[src/rtl/login_pkg.sv]
// Shared definitions for the login controller: state encoding, default
// credentials and the digit-extraction helper.
package login_pkg;

  localparam int DIGIT_W     = 4;
  localparam int CODE_DIGITS = 4;
  localparam int CODE_W      = DIGIT_W * CODE_DIGITS;

  localparam logic [CODE_W-1:0] DEF_ID_CODE  = 16'h1234;
  localparam logic [CODE_W-1:0] DEF_PWD_CODE = 16'h5678;

  typedef enum logic [2:0] {
    ENTER_ID  = 3'd0,
    ENTER_PWD = 3'd1,
    GRANTED   = 3'd2,
    DENY      = 3'd3,
    LOCKOUT   = 3'd4
  } state_t;

  // Position 0 is the most significant digit, i.e. the first one entered.
  function automatic logic [DIGIT_W-1:0] code_digit(input logic [CODE_W-1:0] code,
                                                   input logic [1:0]        pos);
    logic [DIGIT_W-1:0] d;
    unique case (pos)
      2'd0:    d = code[4*DIGIT_W-1 -: DIGIT_W];
      2'd1:    d = code[3*DIGIT_W-1 -: DIGIT_W];
      2'd2:    d = code[2*DIGIT_W-1 -: DIGIT_W];
      default: d = code[1*DIGIT_W-1 -: DIGIT_W];
    endcase
    return d;
  endfunction

endpackage

[src/rtl/login_lock_timer.sv]
// Lockout interval timer: counts 0..LOCK_CYCLES-1 after start and flags the
// final cycle of the interval with a one-cycle done pulse.
module login_lock_timer #(
  parameter logic [31:0] LOCK_CYCLES = 32'd250000000
) (
  input  logic CLK,
  input  logic RST,
  input  logic start,
  output logic done
);

  logic [31:0] count;
  logic        running;

  assign done = running && (count == LOCK_CYCLES - 32'd1);

  // NOTE: clocked state is written with non-blocking assignments only, so every
  // register samples the pre-edge values regardless of statement order.
  always_ff @(posedge CLK) begin
    if (!RST) begin
      count   <= '0;
      running <= 1'b0;
    end else if (start) begin
      count   <= '0;
      running <= 1'b1;
    end else if (done) begin
      count   <= '0;
      running <= 1'b0;
    end else if (running) begin
      count   <= count + 32'd1;
    end
  end

endmodule

[src/rtl/login_ctrl.sv]
// Login-mode credential sequencer: 4-digit ID then 4-digit password, with
// failure counting and a timed lockout after MAX_FAIL consecutive denials.
module login_ctrl
  import login_pkg::*;
#(
  parameter logic [CODE_W-1:0] ID_CODE     = DEF_ID_CODE,
  parameter logic [CODE_W-1:0] PWD_CODE    = DEF_PWD_CODE,
  parameter int                MAX_FAIL    = 3,
  parameter logic [31:0]       LOCK_CYCLES = 32'd250000000
) (
  input  logic               CLK,
  input  logic               RST,
  input  logic               load_pulse,
  input  logic               logout_pulse,
  input  logic [DIGIT_W-1:0] digit_in,
  output logic               logged_in,
  output logic               fail_pulse,
  output logic               locked,
  output logic               pwd_phase,
  output logic [2:0]         digit_cnt
);

  localparam logic [2:0] FAIL_LIMIT = 3'(MAX_FAIL);

  state_t             state_q, state_d;
  logic [2:0]         cnt_q, cnt_d;
  logic               err_q, err_d;
  logic [2:0]         fail_q, fail_d;
  logic               timer_start, timer_done;
  logic [DIGIT_W-1:0] expected;
  logic               match;

  assign expected = cnt_q[2] ? code_digit(PWD_CODE, cnt_q[1:0])
                             : code_digit(ID_CODE,  cnt_q[1:0]);
  assign match    = (digit_in == expected);

  login_lock_timer #(.LOCK_CYCLES(LOCK_CYCLES)) u_lock_timer (
    .CLK   (CLK),
    .RST   (RST),
    .start (timer_start),
    .done  (timer_done)
  );

  always_ff @(posedge CLK) begin
    if (!RST) begin
      state_q <= ENTER_ID;
      cnt_q   <= '0;
      err_q   <= 1'b0;
      fail_q  <= '0;
    end else begin
      state_q <= state_d;
      cnt_q   <= cnt_d;
      err_q   <= err_d;
      fail_q  <= fail_d;
    end
  end

  // NOTE: every signal assigned below gets a default first; a path that left
  // one unassigned would infer a latch.
  always_comb begin
    state_d     = state_q;
    cnt_d       = cnt_q;
    err_d       = err_q;
    fail_d      = fail_q;
    timer_start = 1'b0;

    unique case (state_q)
      ENTER_ID, ENTER_PWD: begin
        if (logout_pulse) begin
          // Abort wins over a coincident load; the digit is dropped.
          state_d = ENTER_ID;
          cnt_d   = '0;
          err_d   = 1'b0;
        end else if (load_pulse) begin
          if (cnt_q == 3'd7) begin
            if (!err_q && match) begin
              state_d = GRANTED;
              fail_d  = '0;
            end else begin
              state_d = DENY;
              fail_d  = fail_q + 3'd1;
            end
            cnt_d = '0;
            err_d = 1'b0;
          end else begin
            cnt_d = cnt_q + 3'd1;
            err_d = err_q | ~match;
            if (cnt_q == 3'd3) state_d = ENTER_PWD;
          end
        end
      end

      GRANTED: begin
        if (logout_pulse) begin
          state_d = ENTER_ID;
          cnt_d   = '0;
        end
      end

      DENY: begin
        if (fail_q == FAIL_LIMIT) begin
          state_d     = LOCKOUT;
          timer_start = 1'b1;
        end else begin
          state_d = ENTER_ID;
        end
      end

      LOCKOUT: begin
        if (timer_done) begin
          state_d = ENTER_ID;
          fail_d  = '0;
        end
      end

      default: state_d = ENTER_ID;
    endcase
  end

  assign logged_in  = (state_q == GRANTED);
  assign fail_pulse = (state_q == DENY);
  assign locked     = (state_q == LOCKOUT);
  assign pwd_phase  = (state_q == ENTER_PWD);
  assign digit_cnt  = cnt_q;

endmodule

[config.mk]
export PLATFORM = sky130hd
export DESIGN_NAME = login_ctrl
export DESIGN_NICKNAME = d
export VERILOG_FILES = /design/src/rtl/login_pkg.sv /design/src/rtl/login_lock_timer.sv /design/src/rtl/login_ctrl.sv
export SDC_FILE = /design/constraint.sdc
export NUM_CORES = 1
export LEC_CHECK = 0
export BUFFER_PORTS_ARGS = -buffer_cell sky130_fd_sc_hd__buf_4
export CELL_PAD_IN_SITES_DETAIL_PLACEMENT = 0
export CELL_PAD_IN_SITES_GLOBAL_PLACEMENT = 1
export CORE_AREA = 2 2 75 77
export DETAILED_ROUTE_END_ITERATION = 10
export DIE_AREA = 0 0 77 79
export HOLD_SLACK_MARGIN = 0.12
export PLACE_DENSITY = 0.83
export SLEW_MARGIN = 15
export SYNTH_ARGS = -nofsm -noshare
export SYNTH_HDL_FRONTEND = slang
export SYNTH_SLANG_ARGS = --single-unit
[constraint.sdc]
create_clock -name CLK -period 3.2 [get_ports CLK]
set_input_delay 0.64 -clock CLK [delete_from_list [all_inputs] [get_ports CLK]]
set_output_delay 0.64 -clock CLK [all_outputs]
set_load 0.01 [all_outputs]
---- Word level (Yosys, flattened, before mapping) ----
Index checks and enable logic that the tools add are counted.
storage, ports and cells
  logic and storage cells ................. 73
  bits in registers ....................... 43
  bits of input ports ..................... 8
operators by class
  muxes and demuxes ....................... 28
  reductions and logical operators ........ 15
  bitwise logic cells ..................... 3
  add/sub/neg operators ................... 3
  eq/ne operators ......................... 18
operators with widths
  cell                   count
  $mux 3                 14
  $add 32x1->32 const B  1
  $eq 32x28->1 const B   1
  $eq 3x2->1 const B     4
  $pmux 3 s2             2
  $pmux 3 s4             1
  $pmux 4 s3             1
  $pmux 3 s3             1
  $mux 1                 8
  $ne 2x2->1 const B     4
  $reduce_bool 2->1      4
  $add 3x1->3 const B    2
  $eq 3x3->1 const B     2
  $reduce_and 5->1       1
  $eq 4x4->1             1
  $mux 4                 1
  $ne 4x4->1 const B     1
  $reduce_and 4->1       1
  $eq 3x1->1 const B     1
  $logic_not 3->1        1
  $ne 3x3->1 const B     1
  $reduce_and 3->1       1
  $reduce_or 3->1        1
  $eq 2x1->1 const B     1
  other kinds (9)        11

---- Depth between registers and ports, before layout ----
  depth after elaboration ................. 10
  depth in mapped cells ................... 7

---- Modules after synthesis ----
From an unflattened synthesis, not the netlist that was laid out.
second synthesis, totals
  cell total of the unflattened synthesis .. 255
  area, all modules ....................... 2288.4 µm²
modules (own cells, without submodules)
  module            times used  area an instance (µm²)  cells an instance
  login_lock_timer  1           1614.0                  185
  login_ctrl        1           674.4                   70

---- Worst setup path after synthesis ----
No wires, ideal clock.
  kind .................................... register -> register
  from .................................... register cnt_q[0], in the netlist digit_cnt[0]
  to ...................................... register state_q[0]
  library setup time ...................... 0.119 ns
  period minus slack after synthesis ...... 1.910 ns
  arrival time ............................ 1.791 ns
  path buffers ............................ 0
  stages on the path, launching flop included .. 8
  slack ................................... 1.290 ns
  data required time ...................... 3.081 ns
  cell sequence ........................... dfxtp_1 ha_1 ha_1 xor2_1 o21ai_0 or4_1 o31ai_1 nor2_1
between the ends
  cells in the longest elaborated chain, start to end .. 10
RTL lines
  element                                   line              text
  start, declared                           login_ctrl.sv:26  logic [2:0] cnt_q, cnt_d;
  start signal, assigned                    login_ctrl.sv:52  cnt_q <= cnt_d;
  $eq 2x2->1, or another cell as far along  login_pkg.sv:24   unique case (pos)
  $pmux 3 s3 or $pmux 4 s3 (tied branches)  login_pkg.sv:24
  $mux 4                                    login_ctrl.sv:33  assign expected = cnt_q[2] ? code_digit(PWD_CODE, cnt_q[1:0])
  $eq 4x4->1                                login_ctrl.sv:35  assign match = (digit_in == expected);
  $logic_and 1x1->1                         login_ctrl.sv:76  if (!err_q && match) begin
  $mux 1                                    login_ctrl.sv:76
  $mux 3                                    login_ctrl.sv:75  if (cnt_q == 3'd7) begin
  $mux 3                                    login_ctrl.sv:74  end else if (load_pulse) begin
  $mux 3                                    login_ctrl.sv:69  if (logout_pulse) begin
  $pmux 3 s4                                login_ctrl.sv:67  unique case (state_q)
  end signal, assigned                      login_ctrl.sv:51  state_q <= state_d;
  end, declared                             login_ctrl.sv:25  state_t state_q, state_d;
Several ways; a longest one is shown, not always the timed one. The select of a mux whose other input is x is not followed.
A chain may end at the register's enable or synchronous reset.

---- Final worst setup path ----
  from .................................... register u_lock_timer.count[19]
  to ...................................... register u_lock_timer.count[30]
between the ends
  cells in the longest elaborated chain, start to end .. 3
RTL lines
  element                                                line                    text
  start, declared                                        login_lock_timer.sv:12  logic [31:0] count;
  start signal, assigned                                 login_lock_timer.sv:30  count <= count + 32'd1;
  branches (longest 3 deep; another with $add 32x1->32)  -
Several ways; the timed one is not identified.

==> reports/qor.txt <==
Outcome: finished clean
Setup crit start kind: flop
RSZ-0062 raised after global routing: no
H-tree depth: 2
Final period demand of the worst path: 2090 ps
Sequential share of the synthesized area: 39.93%
Largest family of logic cells by synthesized area: simple AND/OR/NAND/NOR gates
Core area: 5338 µm²
CTS Hold Bufs: 0
Max-Cap Viols: 0
Worst VDD drop: 0.2381 mV
Area of the multi-input gates: 1206 µm²
Post-Layout Cell Count: 331
FILL cells: 571
Post-synthesis compound-gate area fraction: 6.442%
First-pass GRT wire length: 6.844 mm
Min-delay worst type: flop to flop
Number of synthesis warnings: 0
Pwr Density: 394.6 nW/µm²
Critical path type: flop to flop
Max Freq: 478.4 MHz
Starting density of the core: 40.39%
Post-synthesis net count: 261
GRT overflow: 0
Register area: 860.8 µm²
Crit. End Element: flop
Largest net degree at the start of global routing: 33
Clk Latency, worst-skew pair: 290 ps
Vias per cell: 5.145
Clk slew on worst S/H paths: 80 ps
WL final: 4.003 mm
Hpwl dp: 2.780 mm
Initial DRC count: 102
Total CTS buffers: 5
Die Y: 79 µm
Adder-cell share of the synthesized area: 4.643%
Final nets: 274
Synth cell types: 39
Row cnt: 27
I/O pins: 15
Overall Global Routing Usage: 13.99%
Crit path max fanout: 32
Vias: 1703
Syn Area/Cell: 8.799 µm²
Post-cts sizing count: 0
Cells after Synth: 245
Mux cell area share after synthesis: 0.4643%
Antenna-violating nets left: 0
Router iterations before antenna repair: 4
Final setup fails: 0
Routed WL per cell: 12.09 µm
Dpl cells: 323
Final hold vios: 0
Setup Skew: 3.162 ps
Diodes inserted: 0
Routability cong.: 0.7461
Postcts setup bufs: 0
Leakage power: 0.9177 nW
Max transition margin: 56.02%
CP arrival: 2250 ps
Top FF cell, synth: dfxtp_1
CTS tree: built
PortBufs: 14
Pins Over Slew Limit: 0
Worst-Margin Slew: 654.7 ps
Number of flops mapped to enable cells by yosys: 0
Initial antenna violation count: 0
Number of global-route vias before repair: 1542
CTS sink cnt: 43
Clock root cell: clkbuf_8
Yosys reg bits: 43
Mapped cell area: 2156 µm²
Post-synthesis async set-or-reset flop share: 0%
Setup TNS: 0 ps
Layout cells sized above 1: 11.97%
Residual DRC: 0
Die X: 77 µm
Worst path required time: 3360 ps
Die Area: 6083 µm²
Clock buffer depth: 2
Area Overhead vs Synth: 11.32%
Final Cycle Share: 65.32%
Post-Synth Simple-Gate Area: 30.59%
Fin util: 44.96%
Post-synthesis xor/xnor area fraction: 13.81%
synthesized netlist by cell type, types with 2 or more instances:
cell type	instances	area share (%)
nor4_4	3	3.0
o22ai_1	3	0.87
ha_1	8	4.6
o21ai_0	6	1.4
and3_2	2	0.70
nor3_1	8	1.9
nand4_1	14	4.1
a21boi_0	2	0.70
nor2b_1	2	0.58
buf_4	5	1.7
dfxtp_1	43	40
xor2_1	25	10
buf_2	2	0.46
nor3b_1	2	0.70
xnor2_1	9	3.7
and3_1	4	1.2
nand2_1	18	3.1
or4_1	2	0.70
a32oi_1	2	0.81
inv_1	10	1.7
nor2_1	41	7.1
nand2b_1	2	0.58
o21bai_1	2	0.70
nand3_1	15	3.5
report_power, final:
group	internal (mW)	switching, mW	total (mW)
registers	0.536	0.00119	0.537
logic	0.0134	0.0187	0.0321
clock network	0.197	0.181	0.378
total	0.746	0.201	0.947
registers in the layout, indices dropped and copies added, names as in the netlist:
name,count
u_lock_timer.count,32
digit_cnt,3
fail_q,3
state_q,3
err_q,1
u_lock_timer.running,1
final cells by class:
class / instances / area share, %
multi-input cells: 184 / 50.26
flip-flops and latches: 43 / 35.87
repair buffers: 14 / 4.380
clock buffers: 8 / 4.171
well taps: 72 / 3.754
inverters: 10 / 1.564
layout by cell type, fill, tap and decap left out, types with 3 or more instances in the layout:
cell type / Yosys / layout
inv_1: 10 / 10
nand2_1: 18 / 18
xor2_1: 25 / 25
o22ai_1: 3 / 3
clkbuf_8: 0 / 7
nor3_1: 8 / 8
nand4_1: 14 / 14
nand3_1: 15 / 15
nor4_4: 3 / 3
and3_1: 4 / 4
xnor2_1: 9 / 9
dfxtp_1: 43 / 43
buf_4: 5 / 14
ha_1: 8 / 8
o21ai_0: 6 / 6
nor2_1: 41 / 41
layer usage:
layer  part of all wire (%)  up-vias  global-route usage [%]
li1                       -      872                       -
met1                     48      809                   17.48
met2                     47       17                   23.16
met3                    3.0        5                   3.750
met4                    1.7        0                   5.357
met5                      0        -                       0
stage by stage:
stage	cell area, µm²	power, mW	hold slack [ps]	setup slack, ps
6_report	2400	0.9470	465.0	1110
5_1_grt	2400	0.9811	475.6	952.0
4_1_cts	2400	0.9566	467.6	1061
3_5_place_dp	2300	0.5826	456.2	1070
3_3_place_gp	2300	0.5824	442.6	1109
2_1_floorplan	2156	0.5705	435.3	1290
worst max-delay path, stage by stage (launching register included):
cell and delay (ps):
dfxtp_1 360, or4_4 540, nor4_4 270, nand4_2 190, nand3_2 480, nor2_1 110
kinds of logic after synthesis:
kind of cell,Yosys count
compound gates,20
xor+xnor,34
fa+ha+maj,8
buf+inv,18
flops,43
mux,1
simple gates,121
worst paths after layout:
kind                     startpoint                     end  depth (start not counted)  slack, ps
min reg2reg               fail_q[2]               fail_q[2]                          2        470
max          u_lock_timer.count[19]  u_lock_timer.count[30]                          5       1110
max reg2reg  u_lock_timer.count[19]  u_lock_timer.count[30]                          5       1110
min                       fail_q[2]               fail_q[2]                          2        470
Note: power is estimated with default switching activity, not from simulation.
